## src/rtl/dsdemod3.sv

```systemverilog
// Third-order CIC decimator for a single-bit delta-sigma stream.
// Three integrators run every clock; three combs run once every 2^lr clocks.
module dsdemod3 #(
    parameter int n  = 16,
    parameter int lr = 6
) (
    input  logic                clk,
    input  logic                clr,
    input  logic                in,
    output logic signed [n-1:0] out,
    output logic                out_valid
);

    localparam int w  = 3*lr + 2;
    localparam int sh = 3*lr - (n-1);

    logic signed [w-1:0] i1, i2, i3;
    logic signed [w-1:0] d1, d2, d3;
    logic signed [w-1:0] x, c1, c2, c3;
    logic signed [n:0]   scaled;
    logic signed [n-1:0] sat;
    logic [lr-1:0]       cnt;
    logic [1:0]          warm;
    logic                dec;

    assign x   = in ? {{(w-1){1'b0}}, 1'b1} : {w{1'b1}};
    assign dec = (cnt == {lr{1'b1}});

    assign c1 = i3 - d1;
    assign c2 = c1 - d2;
    assign c3 = c2 - d3;

    // Dropping the low sh bits is the arithmetic shift; the result is exactly n+1 bits wide.
    assign scaled = c3[w-1:sh];
    assign sat    = (scaled[n] ^ scaled[n-1])
                    ? (scaled[n] ? {1'b1, {(n-1){1'b0}}} : {1'b0, {(n-1){1'b1}}})
                    : scaled[n-1:0];

    always_ff @(posedge clk or negedge clr) begin
        if (!clr) begin
            i1        <= '0;
            i2        <= '0;
            i3        <= '0;
            d1        <= '0;
            d2        <= '0;
            d3        <= '0;
            cnt       <= '0;
            warm      <= '0;
            out       <= '0;
            out_valid <= 1'b0;
        end else begin
            i1  <= i1 + x;
            i2  <= i2 + i1;
            i3  <= i3 + i2;
            cnt <= cnt + 1'b1;
            if (dec) begin
                d1        <= i3;
                d2        <= c1;
                d3        <= c2;
                out       <= sat;
                out_valid <= (warm == 2'd3);
                if (warm != 2'd3)
                    warm <= warm + 2'd1;
            end else begin
                out_valid <= 1'b0;
            end
        end
    end

endmodule

```

## config.mk

```make
export PLATFORM = sky130hd
export DESIGN_NAME = dsdemod3
export DESIGN_NICKNAME = d
export VERILOG_FILES = /design/src/rtl/dsdemod3.sv
export SDC_FILE = /design/constraint.sdc
export NUM_CORES = 1
export LEC_CHECK = 0
export BUFFER_PORTS_ARGS = -buffer_cell sky130_fd_sc_hd__buf_2
export CORE_ASPECT_RATIO = 1.4
export CORE_MARGIN = 2
export CORE_UTILIZATION = 60
export CTS_CLUSTER_SIZE = 40
export DETAILED_ROUTE_END_ITERATION = 8
export GPL_ROUTABILITY_DRIVEN = 0
export PLACE_DENSITY = 0.77
export SLEW_MARGIN = 0
export SYNTH_ARGS = -nofsm -noshare
export SYNTH_HDL_FRONTEND = slang
export SYNTH_SLANG_ARGS = --single-unit
export TNS_END_PERCENT = 100
```

## constraint.sdc

```tcl
create_clock -name clk -period 9.8 [get_ports clk]
set_clock_uncertainty 0.15 [all_clocks]
set_input_delay 0.98 -clock clk [delete_from_list [all_inputs] [get_ports clk]]
set_output_delay 0.98 -clock clk [all_outputs]
set_load 0.02 [all_outputs]
```

==> results.sh, run 1 <==
export IMPL_antenna_violations_before_repair=0
export IMPL_layout_common_cells="dfrtp_1, ha_1, nand2_1, o21ai_0, inv_1"
export IMPL_max_freq_mhz=146.5
export IMPL_num_vias=7227
export IMPL_final_layout_size_suffix_gt1_share_pct=8.295
export IMPL_floorplan_die_height_um=154.3
export IMPL_synthSimpleGateAreaFrac_pct=12.68
export IMPL_timing_max_slew_rel_slack_pct=25.86
export IMPL_placedInstanceArea_mm2=0.009986
export IMPL_critPathCapture="out[9]"
export IMPL_netlist_cell_type_count=65
export IMPL_cts_sink_count=145
export IMPL_route_detailed_drc=0
export IMPL_crit_top_cell="o21ai_0"
export IMPL_tritoncts_num_buffers=17
export IMPL_dp_hpwl_um=12990
export IMPL_worst_r2r_cell_count=26
export IMPL_synth_adder_area_share_pct=16.00
export IMPL_path_clk_slew_ns=0.06
export IMPL_number_of_nets_still_failing_antenna_checks_after_routing=0
export IMPL_most_frequent_standard_cell_in_the_layout_excluding_fill_and_tap_cells="dfrtp_1"
export IMPL_reg2reg_setup_slack_ns=2.97
export IMPL_largest_delay_contributor_family_on_the_critical_path="compound AO/OA/AOI/OAI gates"
export IMPL_ioPinCount=20
export IMPL_cts_tree="built"
export IMPL_timing_hold_worst_class="flip-flop to flip-flop"
export IMPL_grt_start_max_net_pins=103
export IMPL_synth_ff_type="dfrtp_1"
export IMPL_final_instance_area_mm2=0.01059
export IMPL_min_period_ns=6.827
export IMPL_floorplan_die_width_um=111.4
export IMPL_mappedNetlistArea_mm2=0.009681
export IMPL_design_final_nets=1194
export IMPL_grt_usage_pct=21.61
export IMPL_unrepaired_setup_endpoints_after_global_routing="false"
export IMPL_yosys_warnings=0
export IMPL_crit_path_start="i3[0]"
export IMPL_share_of_the_clock_period_used_by_the_worst_path_after_layout_pct=69.66
export IMPL_run_status="finished clean"
export IMPL_post_cts_resize_count=0
export IMPL_diodes=0
export IMPL_timing_final_setup_violations=0
export IMPL_clkLatencyLatePin_ns=0.42
export IMPL_critical_path_depth=26
export IMPL_clock_tree_buffer_depth=2
export IMPL_nFillCells=1236
export IMPL_syn_num_nets=1169
export IMPL_row_cnt=54
export IMPL_worst_r2r_startpoint="i3[0]"
export IMPL_vias_in_the_first_global_route=7398
export IMPL_synth_enable_flop_cells=0
export IMPL_yosysSeqAreaShare_pct=37.48
export IMPL_async_flop_share_pct=100.0
export IMPL_timing_final_max_slew_violations=0
export IMPL_setup_total_negative_slack_ns=0
export IMPL_critPathSlowestCell="o21ai_0"
export IMPL_grt_overflow=0
export IMPL_timing_critical_path_slowest_cell_delay_ns=0.87
export IMPL_worst_hold_path_num_cells=2
export IMPL_setup_worst_path_end_class="flip-flop"
export IMPL_dr_first_iter_drc_count=312
export IMPL_io_buffer_count=19
export IMPL_worstPathRequired_ns=9.90
export IMPL_cap_violations=0
export IMPL_synth_seq_cells=145
export IMPL_clock_root_buffer="clkbuf_16"
export IMPL_timing_critical_path_buf_inv=1
export IMPL_combinational_family_with_the_most_area_after_synthesis="compound AO/OA/AOI/OAI gates"
export IMPL_netlist_instances=1047
export IMPL_post_cts_setup_buffers=0
export IMPL_critPathLaunchType="flip-flop"
export IMPL_wire_length_of_the_first_global_routing_pass_um=31130
export IMPL_preCtsSetupSlack_ns=2.982
export IMPL_via_per_inst=5.642
export IMPL_share_of_cell_area_taken_by_muxes_after_synthesis_pct=1.202
export IMPL_worst_slew_pin_slew_ns=1.100
export IMPL_synthToLayoutAreaGrowth_pct=9.397
export IMPL_finalHoldViolations=0
export IMPL_worstSetupPathType="flip-flop to flip-flop"
export IMPL_syn_mean_instance_area_um2=9.246
export IMPL_synth_compound_area_share_pct=19.36
export IMPL_worstReg2RegEnd="out[9]"
export IMPL_crit_path_max_fanout=12
export IMPL_drt_wl_total_um=17520
export IMPL_critPathArrivalTime_ns=6.93
export IMPL_fin_hold_ws_ns=0.3187
export IMPL_final_setup_worst_slack_ns=2.973
export IMPL_start_util_pct=61.76
export IMPL_htree_num_levels=4
export IMPL_wire_per_inst_um=13.68
export IMPL_pre_repair_dr_iteration_count=4
export IMPL_fp_coreArea_mm2=0.01568
export IMPL_cts_hold_repair_buffers=0
export IMPL_synthXorXnorAreaFrac_pct=8.996
export IMPL_fp_dieArea_mm2=0.01718
area by class of cell:
type / count / area [um2] / area share (%)
Clock buffer: 20 / 446.7 / 4.218
Clock inverter: 12 / 157.7 / 1.489
Inverter: 93 / 349.1 / 3.296
Multi-Input combinational cell: 793 / 5639 / 53.25
Sequential cell: 145 / 3628 / 34.26
Tap cell: 196 / 245.2 / 2.316
Timing Repair Buffer: 22 / 123.9 / 1.170
registers in the layout, summed over array words and instances, names as in the netlist, 2 cells and up:
signal  flops
d1         20
cnt         6
d2         20
d3         20
out        16
i2         20
i3         20
i1         20
warm        2
layer usage:
layer	part of all wire (%)	GRT usage, %
met5	0	0
met4	2.6	8.407
met3	2.1	3.762
met2	53	42.10
met1	42	22.85
kinds of logic (layout without fill, tap and decap cells):
logic type / count (synthesis) / in the layout
compound gates: 294 / 294
simple gates: 272 / 272
flops: 145 / 145
fa+ha+maj: 121 / 121
buf+inv: 109 / 147
xor+xnor: 96 / 96
mux: 10 / 10
Yosys cell counts (4+ instances only):
master | n | area, um2
dfrtp_1 | 145 | 3628
ha_1 | 114 | 1426
nand2_1 | 103 | 386.6
o21ai_0 | 102 | 510.5
inv_1 | 93 | 349.1
nor2_1 | 79 | 296.5
xnor2_1 | 64 | 560.5
a21oi_1 | 58 | 290.3
xor2_1 | 29 | 254.0
a21o_1 | 21 | 157.7
o21a_1 | 20 | 150.1
nand3_1 | 16 | 80.08
nor2b_1 | 14 | 87.58
nor3_1 | 12 | 60.06
a211oi_1 | 11 | 82.58
and3_1 | 11 | 68.82
clkbuf_1 | 11 | 41.29
mux2_2 | 9 | 101.4
nand2b_1 | 9 | 56.30
o21ai_1 | 9 | 45.04
and2_1 | 8 | 50.05
o21bai_1 | 8 | 60.06
o211ai_1 | 6 | 45.04
a21boi_0 | 5 | 37.54
a31o_2 | 5 | 43.79
a31oi_1 | 5 | 31.28
fa_1 | 5 | 100.1
a211o_1 | 4 | 35.03
a221o_1 | 4 | 40.04
nor4_1 | 4 | 25.02
o31a_1 | 4 | 35.03
or2_2 | 4 | 25.02
per-stage QoR:
stage	util (%)	instances
floorplan	-	1047
global placement	63.71	1249
detailed placement	63.71	1249
CTS	67.56	1281
global route	67.56	1281
finish	67.56	1281
worst reg2reg max path, cell delays in order (launching register included):
cell      delay, ns
dfrtp_1        0.34
inv_1          0.06
ha_1           0.24
fa_1           0.42
nor2b_1        0.12
o21ai_0        0.10
a21boi_1       0.21
o21a_1         0.18
o21ai_0        0.13
a211oi_1       0.44
nor3_1         0.14
ha_1           0.34
nand4_1        0.17
a21oi_1        0.18
o21a_1         0.20
nor2b_1        0.09
xnor2_1        0.19
ha_1           0.32
a21o_1         0.20
a21o_1         0.17
a221o_1        0.37
a31oi_4        0.20
a211oi_1       0.14
o21ai_1        0.34
a31oi_1        0.13
o21ai_0        0.87
o21ai_0        0.22
how the worst min path moves through the flow:
stage	start	endpoint	slack [ns]
after floorplan	d3[0]	d3[0]	0.29
after global placement	out[15]	out[15]	0.30
after detailed placement	out[1]	out[1]	0.31
after CTS	out[1]	out[1]	0.32
after global routing	out[5]	out[5]	0.34
final	out[10]	out[10]	0.32
Power of run 1 is left out: the tool's default activity adds up to more than one toggle a clock period on the data nets, which glitch-free logic cannot reach.
==> run 2, diff against run 1 <==
- clock period: 9.8 -> 6.8 ns (I/O delays scaled with it)
==> results.sh, run 2 (synthesized netlist as in run 1, its figures left out) <==
export IMPL_cts_tree="built"
export IMPL_grt_usage_pct=22.15
export IMPL_dr_first_iter_drc_count=295
export IMPL_layout_common_cells="dfrtp_1, ha_1, nand2_1, o21ai_0, inv_1"
export IMPL_critPathArrivalTime_ns=6.48
export IMPL_final_layout_size_suffix_gt1_share_pct=8.387
export IMPL_row_cnt=54
export IMPL_cap_violations=0
export IMPL_clkLatencyLatePin_ns=0.42
export IMPL_timing_final_max_slew_violations=0
export IMPL_clock_tree_buffer_depth=2
export IMPL_timing_hold_worst_class="input port to async pin"
export IMPL_max_freq_mhz=158.1
export IMPL_num_vias=7266
export IMPL_finalHoldViolations=0
export IMPL_route_detailed_drc=0
export IMPL_timing_max_slew_rel_slack_pct=32.61
export IMPL_worstPathRequired_ns=6.95
export IMPL_cts_sink_count=145
export IMPL_ioPinCount=20
export IMPL_setup_worst_path_end_class="flip-flop"
export IMPL_floorplan_die_height_um=154.3
export IMPL_stdcell_count=1281
export IMPL_dp_hpwl_um=13270
export IMPL_unrepaired_setup_endpoints_after_global_routing="false"
export IMPL_diodes=0
export IMPL_placed_cells=1250
export IMPL_critPathLaunchType="flip-flop"
export IMPL_most_frequent_standard_cell_in_the_layout_excluding_fill_and_tap_cells="dfrtp_1"
export IMPL_design_final_nets=1195
export IMPL_tritoncts_num_buffers=17
export IMPL_worstSetupPathType="flip-flop to flip-flop"
export IMPL_antenna_violations_before_repair=0
export IMPL_grt_overflow=0
export IMPL_drt_wl_total_um=18040
export IMPL_wire_per_inst_um=14.08
export IMPL_htree_num_levels=4
export IMPL_worst_slew_pin_slew_ns=1.011
export IMPL_clock_root_buffer="clkbuf_16"
export IMPL_start_util_pct=61.76
export IMPL_via_per_inst=5.672
export IMPL_fp_coreArea_mm2=0.01568
export IMPL_synthToLayoutAreaGrowth_pct=9.293
export IMPL_floorplan_die_width_um=111.4
export IMPL_vias_in_the_first_global_route=7590
export IMPL_pre_repair_dr_iteration_count=5
export IMPL_io_buffer_count=19
export IMPL_timing_final_setup_violations=0
export IMPL_fp_dieArea_mm2=0.01718
export IMPL_run_status="finished clean"
export IMPL_min_period_ns=6.325
export IMPL_crit_path_max_fanout=5
export IMPL_share_of_the_clock_period_used_by_the_worst_path_after_layout_pct=93.01
export IMPL_number_of_nets_still_failing_antenna_checks_after_routing=0
export IMPL_grt_start_max_net_pins=103
export IMPL_cts_hold_repair_buffers=0
export IMPL_setup_total_negative_slack_ns=0
export IMPL_path_clk_slew_ns=0.06
export IMPL_wire_length_of_the_first_global_routing_pass_um=31970
==> run 2: cell types whose count changed in the layout (fill, tap and decap cells not counted) <==
| cell | previous run | this run |
|---|---|---|
| buf_4 | 3 | 4 |
| clkinvlp_4 | 3 | 2 |
| bufinv_16 | 3 | 2 |
| inv_6 | 2 | 0 |
| clkinv_2 | 2 | 3 |
| a211oi_2 | 0 | 1 |
| clkbuf_8 | 1 | 3 |
| a211oi_1 | 11 | 10 |
==> run 2: stage by stage <==
stage	setup slack (ns)	hold WS (ns)	util [%]	cell area (um2)
after floorplan	1.082	0.2344	-	9681
after global placement	0.6581	0.3043	63.75	9993
after detailed placement	0.4540	0.3135	63.75	9993
after CTS	0.4584	0.1173	67.46	10580
after global routing	0.02213	0.1473	67.50	10580
final	0.4754	0.09471	67.50	10580
==> run 2: path summary, 6_finish.rpt <==
path	endpoint	slack (ns)	from	cells after the start
setup / recovery	out[2]	0.48	i3[0]	27
hold / removal	out_valid	0.09	clr	1
setup reg to reg	out[2]	0.48	i3[0]	27
hold reg to reg	out[8]	0.32	out[8]	2
max in group asynchronous	i3[19]	4.97	clr	2
min in group clk	out[8]	0.32	out[8]	2
==> run 2: worst max-delay path: stages, from the launching register on <==
cell and delay, ns:
dfrtp_1 0.35, inv_1 0.06, ha_1 0.24, fa_1 0.42
nor2b_1 0.13, o21ai_0 0.10, a21boi_1 0.20, o21a_1 0.18
o21ai_0 0.14, a21boi_0 0.22, nor2_1 0.08, xnor2_1 0.20
ha_1 0.32, a211o_1 0.31, a21oi_2 0.21, nor2b_1 0.23
xnor2_1 0.18, ha_1 0.33, a21o_1 0.20, a21o_1 0.17
a221o_1 0.38, a31oi_4 0.20, a21oi_1 0.11, a41o_2 0.31
nor2_1 0.16, xnor2_2 0.18, o21ai_0 0.11, a221o_1 0.32
==> run 2: timing repair <==
| item | CTS | global route |
|---|---|---|
| endpoints found under the setup margin | 0 | 15 |
| gates resized for setup | 0 | 1 |
| setup buffers | 0 | 0 |
==> run 2: routing by layer <==
layer  GRT usage (%)  vias to the layer above  share of wire [%]
li1                -                     3698                  -
met1           22.93                     3428                 40
met2           43.41                       92                 54
met3           2.900                       48                1.7
met4           10.70                        0                3.5
met5               0                        -                  0
==> run 2: area by class of cell <==
type | count | area [um2]
fillers | 1249 | 5095
inverters | 93 | 349.1
clock inverters | 9 | 107.6
flip-flops and latches | 145 | 3628
multi-input cells | 793 | 5644
clock buffers | 22 | 474.2
well taps | 196 | 245.2
repair buffers | 23 | 131.4
Power of run 2 is left out for the same reason.
